==> src/rtl/fetch_queue.sv <==
// Sequential instruction fetch with an in-order response FIFO and jump flush.
// Optional FETCH_BYPASS_EN: a kept response arriving into an empty queue goes straight to decode.
module fetch_queue #(
  parameter int          DEPTH    = 4,
  parameter logic [31:0] RESET_PC = 32'h0000_0000,
  parameter logic [31:0] NOP_INST = 32'h0000_0013
) (
  input  logic        clk,
  input  logic        reset,
  input  logic        jump_flag,
  input  logic [31:0] jump_target,
  output logic        mem_req,
  output logic [31:0] mem_addr,
  input  logic        mem_ready,
  input  logic        mem_rvalid,
  input  logic [31:0] mem_rdata,
  output logic        id_valid,
  input  logic        id_ready,
  output logic [31:0] id_inst,
  output logic [31:0] id_pc
);
  localparam int AW = $clog2(DEPTH);
  localparam int CW = AW + 1;
  localparam logic [CW:0]   DEPTH_W    = (CW + 1)'(DEPTH);
  localparam logic [CW-1:0] FULL_COUNT = CW'(DEPTH);

  logic [31:0]   fetch_pc_reg;
  logic [31:0]   resp_pc_reg;
  logic [31:0]   last_pc_reg;
  logic [CW-1:0] count_reg;
  logic [CW-1:0] outstanding_reg;
  logic [CW-1:0] drop_reg;
  logic [AW-1:0] wr_ptr_reg;
  logic [AW-1:0] rd_ptr_reg;
  logic [31:0]   inst_mem [DEPTH];
  logic [31:0]   pc_mem   [DEPTH];

  logic [CW:0]   credit_sum;
  logic [31:0]   target_aligned;
  logic          accept;
  logic          rsp_keep;
  logic          rsp_drop;
  logic          fifo_valid;
  logic          bypass_valid;
  logic          bypass_take;
  logic          push;
  logic          pop;

  assign target_aligned = jump_target & ~32'h0000_0003;
  assign credit_sum     = {1'b0, count_reg} + {1'b0, outstanding_reg};

  // Credits cover both buffered words and requests still in flight, so the FIFO never overflows.
  assign mem_req  = !reset && !jump_flag && (credit_sum < DEPTH_W);
  assign mem_addr = reset ? RESET_PC : fetch_pc_reg;
  assign accept   = mem_req && mem_ready;

  assign rsp_drop   = mem_rvalid && (drop_reg != '0);
  assign rsp_keep   = mem_rvalid && (drop_reg == '0) && !jump_flag && !reset;
  assign fifo_valid = (count_reg != '0);

`ifdef FETCH_BYPASS_EN
  assign bypass_valid = rsp_keep && !fifo_valid;
`else
  assign bypass_valid = 1'b0;
`endif

  assign id_valid    = !reset && !jump_flag && (fifo_valid || bypass_valid);
  assign pop         = fifo_valid && id_valid && id_ready;
  assign bypass_take = bypass_valid && id_ready;
  assign push        = rsp_keep && !bypass_take;

  always_comb begin
    id_inst = NOP_INST;
    id_pc   = last_pc_reg;
    if (reset) begin
      id_pc = '0;
    end else if (id_valid) begin
      if (fifo_valid) begin
        id_inst = inst_mem[rd_ptr_reg];
        id_pc   = pc_mem[rd_ptr_reg];
      end else begin
        id_inst = mem_rdata;
        id_pc   = resp_pc_reg;
      end
    end
  end

  always_ff @(posedge clk) begin
    if (push) begin
      inst_mem[wr_ptr_reg] <= mem_rdata;
      pc_mem[wr_ptr_reg]   <= resp_pc_reg;
    end
  end

  always_ff @(posedge clk) begin
    if (reset) begin
      fetch_pc_reg    <= RESET_PC;
      resp_pc_reg     <= RESET_PC;
      count_reg       <= '0;
      outstanding_reg <= '0;
      drop_reg        <= '0;
      wr_ptr_reg      <= '0;
      rd_ptr_reg      <= '0;
    end else if (jump_flag) begin
      // Every request still in flight after this cycle belongs to the wrong path.
      fetch_pc_reg    <= target_aligned;
      resp_pc_reg     <= target_aligned;
      count_reg       <= '0;
      wr_ptr_reg      <= '0;
      rd_ptr_reg      <= '0;
      outstanding_reg <= outstanding_reg - CW'(mem_rvalid);
      drop_reg        <= outstanding_reg - CW'(mem_rvalid);
    end else begin
      if (accept) begin
        fetch_pc_reg <= fetch_pc_reg + 32'd4;
      end
      if (rsp_keep) begin
        resp_pc_reg <= resp_pc_reg + 32'd4;
      end
      if (rsp_drop) begin
        drop_reg <= drop_reg - CW'(1);
      end
      outstanding_reg <= outstanding_reg + CW'(accept) - CW'(mem_rvalid);
      count_reg       <= count_reg + CW'(push) - CW'(pop);
      if (push) begin
        wr_ptr_reg <= wr_ptr_reg + AW'(1);
      end
      if (pop) begin
        rd_ptr_reg <= rd_ptr_reg + AW'(1);
      end
    end
  end

  always_ff @(posedge clk) begin
    if (reset) begin
      last_pc_reg <= '0;
    end else begin
      last_pc_reg <= id_pc;
    end
  end

  assert property (@(posedge clk) disable iff (reset) !(push && !pop && count_reg == FULL_COUNT));
  assert property (@(posedge clk) disable iff (reset) credit_sum <= DEPTH_W);

endmodule
==> config.mk <==
export PLATFORM = sky130hd
export DESIGN_NAME = fetch_queue
export DESIGN_NICKNAME = d
export VERILOG_FILES = /design/src/rtl/fetch_queue.sv
export SDC_FILE = /design/constraint.sdc
export NUM_CORES = 1
export LEC_CHECK = 0
export CORE_UTILIZATION = 60
export DETAILED_ROUTE_END_ITERATION = 6
export PLACE_DENSITY = 0.9
export RECOVER_POWER = 50
export SYNTH_ARGS = -nofsm -noshare
export SYNTH_HDL_FRONTEND = slang
export SYNTH_SLANG_ARGS = --single-unit
==> constraint.sdc <==
create_clock -name clk -period 6.35 [get_ports clk]
set_clock_uncertainty 0.05 [all_clocks]
set_input_delay 1.27 -clock clk [delete_from_list [all_inputs] [get_ports clk]]
set_output_delay 1.27 -clock clk [all_outputs]
set_load 0.02 [all_outputs]
# Yosys cells after proc, flatten, opt, wreduce, memory -nomap -nowiden

Memory sizes are Yosys's and may differ from the RTL's. A register that Yosys moved wholly into a read port is not among the register bits.
Index checks and enable logic that the tools add are counted.

Word-level logic and storage cells: 63
Register bits after elaboration: 109
Output and inout bits: 98
Memories: 2
RAM bits: 256
Input bits: 70

$add $sub $neg: 11
Reductions and logical operators: 19
$lt $le $gt $ge: 1
Multiplexer cells: 20

Memories:

| name     | depth | width | read ports | clocked after Yosys merged registers in | wr ports | RTL line | text |
|---|---|---|---|---|---|---|---|
| inst_mem | 4     | 32    | 1          | 1                                       | 1        | 35       | `logic [31:0] inst_mem [DEPTH];` |
| pc_mem   | 4     | 32    | 1          | 1                                       | 1        | 36       | `logic [31:0] pc_mem [DEPTH];` |

Operators with widths:

| cell                    | number |
|---|---|
| $mux W32                | 11 |
| $add A32 B3 Y32 const B | 2 |
| $logic_and A1 B1 Y1     | 10 |
| $mux W3                 | 3 |
| $sub A3 B1 Y3           | 3 |
| $mux W2                 | 4 |
| $add A3 B1 Y3           | 2 |
| $reduce_bool A2 Y1      | 3 |
| $reduce_bool A3 Y1      | 2 |
| $add A2 B1 Y2 const B   | 2 |
| $add A3 B3 Y4           | 1 |
| $lt A4 B3 Y1 const B    | 1 |
| $logic_not A3 Y1        | 1 |
| $sub A3 B1 Y3 const B   | 1 |
| $logic_not A1 Y1        | 2 |
| $mux W1                 | 2 |
| $reduce_or A2 Y1        | 1 |

# Logic depth before layout (Yosys ltp)

Gate-level depths: netlist (run 1).

Depth in word-level cells: 7
Mapped depth: 13
Depth with buffers taken out: 12

# Least setup slack after synthesis (run 1)

No wires, ideal clock.

Kind: input-to-output
Start point: input port jump_flag
End point: output port id_pc[11]
Data arrival time: 2773 ps
Buffers on the path: 3
Stages on the path: 8
Setup slack: 2257 ps
Data required time: 5030 ps
Cells stage by stage: buf_2 nor2_2 nand2b_1 inv_1 clkbuf_1 buf_1 nand2_1 a21oi_1

Longest elaborated chain between the ends: 5

RTL lines:

| element                          | RTL line | text |
|---|---|---|
| from (decl)                      | 10       | `input logic jump_flag,` |
| $logic_not A1 Y1                 | 67       | `assign id_valid = !reset && !jump_flag && (fifo_valid \|\| bypass_valid);` |
| $logic_and A1 B1 Y1 (2 in a row) | 67       |  |
| $mux W32                         | 77       | `end else if (id_valid) begin` |
| $mux W32                         | 75       | `if (reset) begin` |
| to (decl)                        | 20       | `output logic [31:0] id_pc` |

No other way between the ends.

# Worst setup path after layout (run 1)

Start point: input port jump_flag
End point: output port id_pc[12]

Same word-level chain as after synthesis.

==> results of run 1 <==
-- layout make-up --
| cell class | count | area [sq um] | share of cell area, % |
|---|---|---|---|
| timing repair buffer | 179 | 1750 | 9.70 |
| clock buffer | 49 | 1080 | 6.02 |
| tap | 324 | 405 | 2.25 |
| multi-input combinational | 644 | 4880 | 27.1 |
| sequential | 355 | 9590 | 53.3 |
| clock inverter | 17 | 154 | 0.855 |
| inverter | 35 | 131 | 0.730 |
-- worst max-delay path by stage --
stage / slack, ns / from / depth (start not counted) / to
floorplan: 2.26 / jump_flag / 8 / id_pc[11]
global placement: 1.12 / jump_flag / 8 / id_pc[12]
detailed placement: 1.06 / jump_flag / 8 / id_pc[12]
CTS: 1.08 / jump_flag / 8 / id_pc[12]
global route: 0.63 / jump_flag / 8 / id_pc[12]
finish: 0.84 / jump_flag / 8 / id_pc[12]
-- cells in the final DEF, fill, tap and decap left out, types with 22 or more instances in the layout --
cell type and n:
a21oi_1 69, clkdlybuf4s50_1 128, dlygate4sd3_1 34, nand4_1 29, nor2_1 39, dfxtp_1 105, inv_1 34, nand2_1 118
clkbuf_16 39, nor2b_1 29, nand3_1 22, mux4_2 62, edfxtp_1 248, and2_1 31
-- Yosys cell counts, types with 8 or more instances --
cell type / number / area [sq um]
nand4_1: 29 / 181
xnor2_1: 15 / 131
buf_2: 8 / 40.0
and2_1: 32 / 200
or3_1: 15 / 93.8
xor2_1: 19 / 166
nor3_1: 12 / 60.1
nand2_1: 118 / 443
a31oi_1: 21 / 131
and3_1: 14 / 87.6
o21ai_0: 21 / 105
a21boi_0: 17 / 128
nand3_1: 22 / 110
edfxtp_1: 248 / 7450
buf_1: 8 / 30.0
ha_1: 16 / 200
nand3b_1: 14 / 105
inv_1: 35 / 131
mux4_2: 62 / 1400
dfxtp_1: 107 / 2140
clkbuf_1: 46 / 173
nor2b_1: 29 / 181
nor2_1: 38 / 143
a21oi_1: 69 / 345
nor4_1: 10 / 62.6
-- report_power, final --
group,internal (mW),switching (mW),leakage [nW],total [mW]
sequential,2.53,0.0624,3.13,2.59
clock,1.29,0.879,0.617,2.17
combinational,0.124,0.153,2.31,0.277
total,3.94,1.09,6.06,5.03
-- logic make-up (layout without fill, tap and decap cells) --
family	Yosys count	in the layout	synth area share (%)
simple gates	361	361	12.8
flops	355	355	64.5
compound gates	163	163	6.69
buf+inv	100	280	2.67
mux	66	66	9.68
xor+xnor	34	34	2.00
fa+ha+maj	18	18	1.62
other cells	1	2	0.0252
-- worst max-delay path, stage by stage --
cell             delay (ns)
dlygate4sd3_1          0.55
nor2_1                 0.36
nand2b_1               0.15
inv_2                  0.62
buf_4                  0.38
nand2_1                0.12
nand2_1                0.08
clkdlybuf4s50_1        0.61
-- layer usage --
metal	global-route usage [%]	wire length, microns	vias to the layer above
li1	-	-	4440
met1	35.8	13000	4879
met2	46.3	17400	464
met3	3.96	2450	88
met4	8.74	962	0
met5	0	0	-
==> results.sh, run 1 <==
export IMPL_min_period_ns=5.51
export IMPL_violations="design-rule violations, max-capacitance violations, max-slew violations"
export IMPL_routed_wl_microns=33800
export IMPL_cellLeakagePower_nw=6.06
export IMPL_cts_tree="built"
export IMPL_io_pins=168
export IMPL_worst_slew_pin_slew_ns=2.19
export IMPL_antenna_found_initial=0
export IMPL_area_growth_pct=21.1
export IMPL_final_util_pct=74.0
export IMPL_place_inst=1537
export IMPL_r2r_cells=5
export IMPL_design_power_total_mw=5.03
export IMPL_first_pass_iters=7
export IMPL_place_area_sq_mm=0.0168
export IMPL_synth_cells=1098
export IMPL_worstPathRequired_ns=5.03
export IMPL_post_cts_setup_buffer_count=0
export IMPL_cts_resized=0
export IMPL_drtAntennaViolNets=0
export IMPL_avgSynthCellArea_sq_um=13.5
export IMPL_grt_pass1_wl_microns=53500
export IMPL_rsz0062_at_grt="false"
export IMPL_stdcell_area_sq_mm=0.0180
export IMPL_hold_end="last_pc_reg[25]$_SDFF_PP0_"
export IMPL_largest_reg_flops=128
export IMPL_r2r_end="pc_mem[1][7]$_DFFE_PP_"
export IMPL_clk_pin_slew_ns=0.06
export IMPL_synthArstFlopShare_pct=0
export IMPL_grt_max_degree=80
export IMPL_hold_buffers=0
export IMPL_r2r_start="drop_reg[0]$_SDFFE_PP0P_"
export IMPL_start_kind="primary input"
export IMPL_cap_violations=2
export IMPL_ys_ff_latch=355
export IMPL_finalHoldWorstSlack_ns=0.418
export IMPL_diodes=0
export IMPL_yosys_cell_types_count=61
export IMPL_worst_skew_pair_late_latency_ns=0.52
export IMPL_vias_per_cell=6.16
export IMPL_final_cells=1603
export IMPL_final_nets=1339
export IMPL_pre_cts_slack_ns=1.06
export IMPL_cts_buffers=36
export IMPL_worstSetupPathType="in -> out"
export IMPL_clkSinkCount=355
export IMPL_ys_seq_area_share_pct=64.5
export IMPL_core_area_sq_mm=0.0243
export IMPL_yosysWarnings=0
export IMPL_fin_crit_sh_pct=86.7
export IMPL_holdCritStartpoint="last_pc_reg[25]$_SDFF_PP0_"
export IMPL_critPathMaxFanout=44
export IMPL_max_slew_margin_rel_pct=-45.8
export IMPL_arrival_ns=4.19
export IMPL_synth_edf_count=248
export IMPL_setup_tns_ns=0
export IMPL_drc=2
export IMPL_dr_total_vias=9871
export IMPL_hold_path_class="reg -> reg"
export IMPL_grt_ovfl_total=0
export IMPL_start_util_pct=61.1
export IMPL_avgRoutedWirePerCell_microns=21.1
export IMPL_htreeDepth=2
export IMPL_first_iter_violations=1151
export IMPL_row_count=57
export IMPL_ys_flop_type="edfxtp_1"
export IMPL_grt_pass1_vias=9814
export IMPL_finalHoldViolations=0
export IMPL_nFillCells=1452
export IMPL_drive_gt1_share_pct=12.0
export IMPL_fp_dieArea_sq_mm=0.0254
export IMPL_irDropWorstVdd_v=0.000163
export IMPL_outcome="finished, violations left"
export IMPL_slew_violations=88
export IMPL_min_path_cells=2
export IMPL_numPortBuffers=163
export IMPL_die_h_microns=159
export IMPL_gp_congestion=0.878
export IMPL_power_density_mw_per_mm2=280
export IMPL_endpoint_kind="output port"
export IMPL_max_freq_mhz=182
export IMPL_setup_ws_ns=0.843
export IMPL_setup_viol=0
export IMPL_r2r_setup_slack_ns=2.81
export IMPL_fp_dieW_microns=159
export IMPL_grt_use_total_pct=27.0
export IMPL_root_buffer="clkbuf_16"
export IMPL_ctsLongestPathBuffers=3
export IMPL_dp_hpwl_microns=20500
export IMPL_synth_area_sq_mm=0.0149
Note: power is estimated with default switching activity, not from simulation.
==> inputs of run 2 (changes only) <==
--- a/config.mk
+++ b/config.mk
@@ -6,6 +6,8 @@
 export NUM_CORES = 1
 export LEC_CHECK = 0
 export CORE_UTILIZATION = 60
+export CTS_BUF_LIST = sky130_fd_sc_hd__clkbuf_4
+export CTS_CLUSTER_SIZE = 28
 export DETAILED_ROUTE_END_ITERATION = 6
 export PLACE_DENSITY = 0.9
 export RECOVER_POWER = 50
==> run 2 against run 1 <==
Effect of this change:
- the run ends with max-capacitance violations, max-slew violations left
- routed wire length decreased by 1.7%
- design area decreased by 0.47%
- global-route usage decreased by 0.42 points
- worst setup slack got worse by 0.030 ns
- critical path type unchanged
- largest cell class unchanged
==> results.sh, run 2 (same netlist as run 1, synthesis figures left out) <==
export IMPL_largest_reg_flops=128
export IMPL_r2r_start="outstanding_reg[2]$_SDFF_PP0_"
export IMPL_cpMaxStageDelayCell="inv_2"
export IMPL_dr_total_vias=10053
export IMPL_die_h_microns=159
export IMPL_grt_pass1_vias=9976
export IMPL_max_slew_margin_rel_pct=-47.5
export IMPL_path_cells="dlygate4sd3_1 -> nor2_1 -> nand2b_1 -> inv_2 -> buf_4 -> nand2_1 -> nand2_1 -> clkdlybuf4s50_1"
export IMPL_worstSetupPathType="in -> out"
export IMPL_violations="max-capacitance violations, max-slew violations"
export IMPL_final_nets=1390
export IMPL_ctsLongestPathBuffers=3
export IMPL_core_area_sq_mm=0.0243
export IMPL_grt_ovfl_total=0
export IMPL_numPortBuffers=163
export IMPL_setup_ws_ns=0.813
export IMPL_power_density_mw_per_mm2=267
export IMPL_vias_per_cell=5.92
export IMPL_cp_num_buf_inv=4
export IMPL_worst_slew_pin_slew_ns=2.21
export IMPL_gp_congestion=0.878
export IMPL_nFillCells=1494
export IMPL_fin_crit_sh_pct=87.2
export IMPL_dp_hpwl_microns=20500
export IMPL_drtAntennaViolNets=0
export IMPL_drc=0
export IMPL_cts_resized=0
export IMPL_slew_violations=88
export IMPL_io_pins=168
export IMPL_rsz0062_at_grt="false"
export IMPL_grt_use_total_pct=26.6
export IMPL_final_common_cell="edfxtp_1"
export IMPL_first_pass_iters=5
export IMPL_critPathMaxFanout=44
export IMPL_clkSinkCount=355
export IMPL_cts_buffers=87
export IMPL_root_buffer="clkbuf_4"
export IMPL_slowest_delay_ns=0.61
export IMPL_finalHoldViolations=0
export IMPL_start_kind="primary input"
export IMPL_layout_common_cells="248 x edfxtp_1, 139 x clkbuf_4, 128 x clkdlybuf4s50_1"
export IMPL_cellLeakagePower_nw=6.14
export IMPL_setup_tns_ns=0
export IMPL_cp_common_cell="nand2_1"
export IMPL_area_growth_pct=20.5
export IMPL_arrival_ns=4.22
export IMPL_pre_cts_slack_ns=1.06
export IMPL_cts_tree="built"
export IMPL_hold_buffers=0
export IMPL_min_period_ns=5.54
export IMPL_fp_dieArea_sq_mm=0.0254
export IMPL_worstPathRequired_ns=5.03
export IMPL_cap_violations=2
export IMPL_htreeDepth=3
export IMPL_post_cts_setup_buffer_count=0
export IMPL_irDropWorstVdd_v=0.000142
export IMPL_setup_viol=0
export IMPL_avgRoutedWirePerCell_microns=19.6
export IMPL_critical_path_top_delay_family="buffers and inverters"
export IMPL_grt_pass1_wl_microns=52300
export IMPL_holdCritStartpoint="last_pc_reg[29]$_SDFF_PP0_"
export IMPL_fp_dieW_microns=159
export IMPL_hold_path_class="reg -> reg"
export IMPL_grt_max_degree=80
export IMPL_endpoint_kind="output port"
export IMPL_crit_start="jump_flag"
export IMPL_antenna_found_initial=1
export IMPL_first_iter_violations=945
export IMPL_clk_pin_slew_ns=0.06
export IMPL_max_freq_mhz=181
export IMPL_row_count=57
export IMPL_routed_wl_microns=33200
export IMPL_worst_skew_pair_late_latency_ns=0.70
export IMPL_start_util_pct=61.1
export IMPL_design_power_total_mw=4.78
export IMPL_drive_gt1_share_pct=17.2
export IMPL_outcome="finished, violations left"
-- run 2: power breakdown --
group          total (mW)  switching (mW)  internal [mW]
Combinational       0.273           0.149          0.124
Clock                1.92           0.887           1.04
Sequential           2.59          0.0603           2.53
Total                4.78            1.10           3.69
-- run 2: metrics by stage --
step                      util, %  std cells  instance area, sq um  hold slack (ns)
after floorplan                 -       1099                 14900            0.394
after CTS                    73.7       1698                 17900            0.419
after global routing         73.7       1699                 17900            0.440
after global placement       69.0       1537                 16800            0.400
after detailed placement     69.0       1537                 16800            0.411
final                        73.7       1699                 17900            0.417
-- run 2: layout make-up --
cell class	count	area, sq um	share of cell area [%]
sequential	355	9590	53.6
inverter	35	131	0.733
antenna	1	2.50	0.0140
tap	324	405	2.26
timing repair buffer	179	1750	9.74
clock inverter	22	120	0.671
clock buffer	139	1040	5.83
multi-input combinational	644	4870	27.2
-- run 2: worst paths after layout --
path / slack [ns] / depth (start not counted) / end
min: 0.42 / 2 / last_pc_reg[29]$_SDFF_PP0_
max: 0.81 / 8 / id_pc[12]
min reg2reg: 0.42 / 2 / last_pc_reg[29]$_SDFF_PP0_
max reg2reg: 2.88 / 13 / outstanding_reg[2]$_SDFF_PP0_
-- run 2: worst register-to-register path, stage by stage, from the launching register on --
cell and delay (ns):
dfxtp_1 0.40, ha_1 0.28, nor3b_1 0.19, and3_1 0.17, buf_4 0.26, inv_1 0.41, ha_1 0.44, inv_1 0.04
ha_1 0.19, fa_1 0.38, xor2_1 0.16, o21ai_0 0.19, xnor2_1 0.14, nor2_1 0.05
-- run 2: layer usage --
layer | vias to the layer above | track usage, % | routed length (microns)
li1 | 4584 | - | -
met1 | 4901 | 33.8 | 12900
met2 | 469 | 44.4 | 17000
met3 | 99 | 5.52 | 2320
met4 | 0 | 12.0 | 1080
met5 | - | 0 | 0
==> RTL change 1, RTL diff (config.mk and constraints of run 1) <==
Set the parameter `DEPTH` to 2 (it was 4).
--- a/src/rtl/fetch_queue.sv
+++ b/src/rtl/fetch_queue.sv
@@ -1,7 +1,7 @@
 // Sequential instruction fetch with an in-order response FIFO and jump flush.
 // Optional FETCH_BYPASS_EN: a kept response arriving into an empty queue goes straight to decode.
 module fetch_queue #(
-  parameter int          DEPTH    = 4,
+  parameter int          DEPTH    = 2,
   parameter logic [31:0] RESET_PC = 32'h0000_0000,
   parameter logic [31:0] NOP_INST = 32'h0000_0013
 ) (
Check against the original RTL: not equivalent (Yosys sat finds a counterexample within 4 cycles, from zero or initial values and one cycle with reset high).
==> RTL change 1 against run 1 <==
The run ends with max-capacitance violations, max-slew violations left. Power down 38%. Sequential cell count down 130. Worst setup slack worse by 0.20 ns. Fmax down 3.5%. Via count down 20%. Final area down 31%. Routed wire length down 29%. Area after synthesis down 32%. Critical endpoint is now mem_req. Largest cell class unchanged. Highest routed layer unchanged.
==> RTL change 1: results (changes against run 1) <==
| Metric | Value |
|---|---|
| Maxcap violations | `3 (+1)` |
| Run status | `finished with violations` |
| Met2 Use GR | `0.4497 (-0.01338)` |
| R2R setup slack | `2.78 ns (-0.03 ns)` |
| Gr usage total | `0.2770 (+0.006570)` |
| Met1 Resource Use GR | `0.3867 (+0.02834)` |
| WL/cell | `18.66 um (-12%)` |
| Unique cell type count in the Yosys netlist | `65 (+6.6%)` |
| Critical Path Slowest Stage Cell | `clkbuf_1` |
| Met3 wire length | `1905 um (-22%)` |
| Inserted Clock Buffers | `22 (-39%)` |
| Slew of the pin with the lowest slew margin | `1.871 ns (-0.3165 ns)` |
| Global-route wire length before repair | `38780 um (-27%)` |
| Clk network pwr share | `0.390 (-0.040)` |
| GP Congestion | `0.8886 (+1.2%)` |
| CTS H-tree depth | `1 (-1)` |
| Vias per inst | `6.169 (+0.18%)` |
| Failing checks | `max-capacitance violations, max-slew violations` |
| RR Endpoint | `inst_mem[1][23]$_DFFE_PP_` |
| Drt initial violations | `769 (-33%)` |
| Slew Limit Fails | `106 (+20%)` |
| Sw power | `717.8 uW (-34%)` |
| Hold depth | `1 (-1)` |
| Hold EP | `last_pc_reg[1]$_SDFF_PP0_` |
| Metal-1 WL | `9975 um (-23%)` |
| WL met2 | `11460 um (-34%)` |
| M3 GR Usage | `0.04321 (+0.003616)` |
| TritonRoute pass-1 iters | `5 (-2)` |
| Nets | `1122 (-16%)` |
| Largest net degree at the start of global routing | `65 (-19%)` |
| CP max FO | `41 (-6.8%)` |
| Fill cell count | `1055 (-27%)` |
RTL change 1: changes by cell type after synthesis, moves of 19 or more:
| cell | change |
|---|---|
| a211oi_1 | +44 |
| a21oi_1 | -60 |
| and2_1 | -23 |
| edfxtp_1 | -124 |
| mux2i_1 | +60 |
| mux4_2 | -62 |
| nand2_1 | -73 |
| nor2_1 | +41 |
| o21ai_0 | +19 |
RTL change 1: power groups by stage:
stage                     clock network (mW)  registers, mW  logic, mW
after detailed placement                   0           1.67      0.257
after global placement                     0           1.67      0.250
after floorplan                            0           1.65      0.155
after global routing                    1.29           1.65      0.278
after CTS                               1.23           1.64      0.260
final                                   1.22           1.64      0.257
RTL change 1: cell families after synthesis:
| family | count (synthesis) | share of synthesized area |
|---|---|---|
| buffers and inverters | 83 | 0.03334 |
| adder cells (fa/ha/maj) | 9 | 0.01190 |
| XOR/XNOR | 26 | 0.02256 |
| multiplexers | 63 | 0.06259 |
| AO/OA/AOI/OAI | 184 | 0.1265 |
| flip-flops | 225 | 0.5691 |
| other | 1 | 0.0003714 |
| AND/OR/NAND/NOR | 319 | 0.1736 |
RTL change 1: stage by stage:
step           instances  hold WS, ns    util  setup WS, ns  total power [mW]
6_report            1279       0.4375  0.7560        0.6432             3.118
3_3_place_gp        1239       0.4088  0.7152        0.9502             1.919
3_5_place_dp        1239       0.4219  0.7152        0.8683             1.929
4_1_cts             1279       0.4357  0.7566        0.8328             3.131
2_1_floorplan        911       0.3906       -         1.223             1.810
5_1_grt             1279       0.4482  0.7560        0.4585             3.223
RTL change 1: final cells by class:
type | instances | share of cell area
Sequential cell | 225 | 0.4602
Multi-Input combinational cell | 603 | 0.3224
Timing Repair Buffer | 171 | 0.1346
Clock buffer | 30 | 0.05058
Tap cell | 220 | 0.02203
Inverter | 20 | 0.006009
Clock inverter | 10 | 0.004206
==> RTL change 2, RTL diff (flow settings as in run 1) <==
Made on the original files. Make the reset (`reset`) asynchronous in 2 clocked blocks.
--- a/src/rtl/fetch_queue.sv
+++ b/src/rtl/fetch_queue.sv
@@ -92,7 +92,7 @@
     end
   end
 
-  always_ff @(posedge clk) begin
+  always_ff @(posedge clk or posedge reset) begin
     if (reset) begin
       fetch_pc_reg    <= RESET_PC;
       resp_pc_reg     <= RESET_PC;
@@ -131,7 +131,7 @@
     end
   end
 
-  always_ff @(posedge clk) begin
+  always_ff @(posedge clk or posedge reset) begin
     if (reset) begin
       last_pc_reg <= '0;
     end else begin
Check against the original RTL: same outputs for any inputs over 4 cycles, from zero or initial values and one cycle with reset high; that may be too few to reach the edited logic, so the function may still have changed.
==> RTL change 2 against run 1 <==
The run ends with max-capacitance violations, max-slew violations left. Core utilization up 0.23 points. Area after synthesis up 0.35%. Routed wire length up 2.0%. Final area up 0.31%. Sequential share of layout area up 2.5 points. Worst setup slack worse by 0.12 ns. Power up 3.7%. Sequential power up 3%. Sequential cell count down 2. Synthesized cell count down 6.5%. Final cell count down 3.4%. Critical path type unchanged. Largest cell class unchanged. Highest routed layer is now met5.
==> RTL change 2: results (changes against run 1) <==
| Metric | Value |
|---|---|
| Run status | `finished with violations` |
| Failing checks | `max-capacitance violations, max-slew violations` |
| Crit. Startpoint | `reset` |
| Unique cell type count in the Yosys netlist | `53 (-13%)` |
| Maxcap violations | `1 (-1)` |
| Fill cell count | `1409 (-3.0%)` |
| RR Endpoint | `outstanding_reg[2]$_DFF_PP0_` |
| Gr usage total | `0.2797 (+0.009319)` |
| Fin Hold WS | `0.4594 ns (+0.04107 ns)` |
| Yosys warning total | `0 (unchanged)` |
| Sw power | `1.228 mW (+12%)` |
| Critical Path Slowest Stage Cell | `clkdlybuf4s50_1` |
| Layout cells sized above 1 | `0.1260 (+0.006398)` |
| Post-DP Area | `0.01689 mm2 (+0.72%)` |
| CP max FO | `47 (+6.8%)` |
| Async set or reset register ratio after synthesis | `0.2975 (+0.2975)` |
| Mapped Cells | `1027 (-6.5%)` |
| VDD IR-drop max | `0.1848 mV (+13%)` |
| Routed vias | `9701 (-1.7%)` |
| Hold EP | `last_pc_reg[20]$_DFF_PP0_` |
| Largest net degree at the start of global routing | `75 (-6.3%)` |
| Pleak | `6.440 nW (+6.3%)` |
| Post-synth top cells | `edfxtp_1, nand2_1, dfrtp_1, nand3_1, mux4_2` |
| Placed cells | `1480 (-3.7%)` |
| Detail Placement HPWL | `20760 um (+1.4%)` |
| Primary FF master, synth | `edfxtp_1` |
| Post-CTS resize count | `0 (unchanged)` |
| Global-route wire length before repair | `54620 um (+2.1%)` |
| Vias per inst | `6.267 (+1.8%)` |
| Hold_sp | `last_pc_reg[20]$_DFF_PP0_` |
| TritonRoute pass-1 iters | `6 (-1)` |
| Max stage delay on crit path | `0.72 ns (+0.10 ns)` |
| Nets | `1282 (-4.3%)` |
| Critical Path AT | `4.31 ns (+0.12 ns)` |
| Tcrit/Tclk final | `0.8860 (+0.01883)` |
| R2R setup slack | `2.54 ns (-0.27 ns)` |
| Slew Limit Fails | `75 (-15%)` |
| Drt initial violations | `1053 (-8.5%)` |
| GP Congestion | `0.8903 (+1.4%)` |
| R2R depth | `12 (+7)` |
| Worst R2R Start | `count_reg[2]$_DFF_PP0_` |
| Antenna violations before repair | `2 (+2)` |
| Sequential share of the synthesized area | `0.6754 (+0.03033)` |
| WL/cell | `22.29 um (+5.7%)` |
| Synth area leaders | `edfxtp_1, dfrtp_1, mux4_2` |
| Dpl ws | `1.157 ns (+0.09459 ns)` |
| Slew HR | `-0.2318 (+0.2263)` |
==> RTL change 2: cell types whose count changed in the layout (fill, tap and decap cells not counted), sizes merged, moves of 17 or more <==
cell,before,now
nand3,23,75
dfxtp,107,0
dfrtp,0,105
o21ai,21,40
a21oi,69,16
a21boi,17,0
==> RTL change 2: worst max-delay path: cells and delay by family <==
family	cells	cell delay [ns]
buffers and inverters	4	2.26
and+or+nand+nor	3	0.58
AOI/OAI and AO/OA	1	0.13
==> RTL change 2: metal layers <==
layer | part of all wire | track usage | vias to the layer above
li1 | - | - | 4209
met1 | 0.40 | 0.3838 | 4911
met2 | 0.49 | 0.4611 | 504
met3 | 0.075 | 0.04338 | 75
met4 | 0.028 | 0.09965 | 2
met5 | 0.00038 | 0 | -
==> RTL change 2: power by group through the flow <==
| stage | registers [mW] | logic (mW) | clock network, mW |
|---|---|---|---|
| after floorplan | 2.68 | 0.289 | 0 |
| after global placement | 2.71 | 0.434 | 0 |
| after detailed placement | 2.72 | 0.453 | 0 |
| after CTS | 2.68 | 0.459 | 2.11 |
| after global routing | 2.69 | 0.498 | 2.20 |
| final | 2.68 | 0.452 | 2.09 |
==> RTL change 2: logic make-up after synthesis <==
logic type	share of synthesized area
other cells	0.0002514
buf+inv	0.02080
fa+ha+maj	0.01610
compound gates	0.04882
flops	0.6754
mux	0.09654
simple gates	0.1292
xor+xnor	0.01292
==> RTL change 2: area by class of cell <==
class	instances	area [um2]	share of cell area
Tap cell	324	405.4	0.02245
Antenna cell	2	5.005	0.0002772
Clock buffer	47	983.4	0.05447
Clock inverter	19	185.2	0.01026
Multi-Input combinational cell	598	4554	0.2523
Inverter	25	96.34	0.005336
Sequential cell	353	10080	0.5583
Timing Repair Buffer	180	1744	0.09661
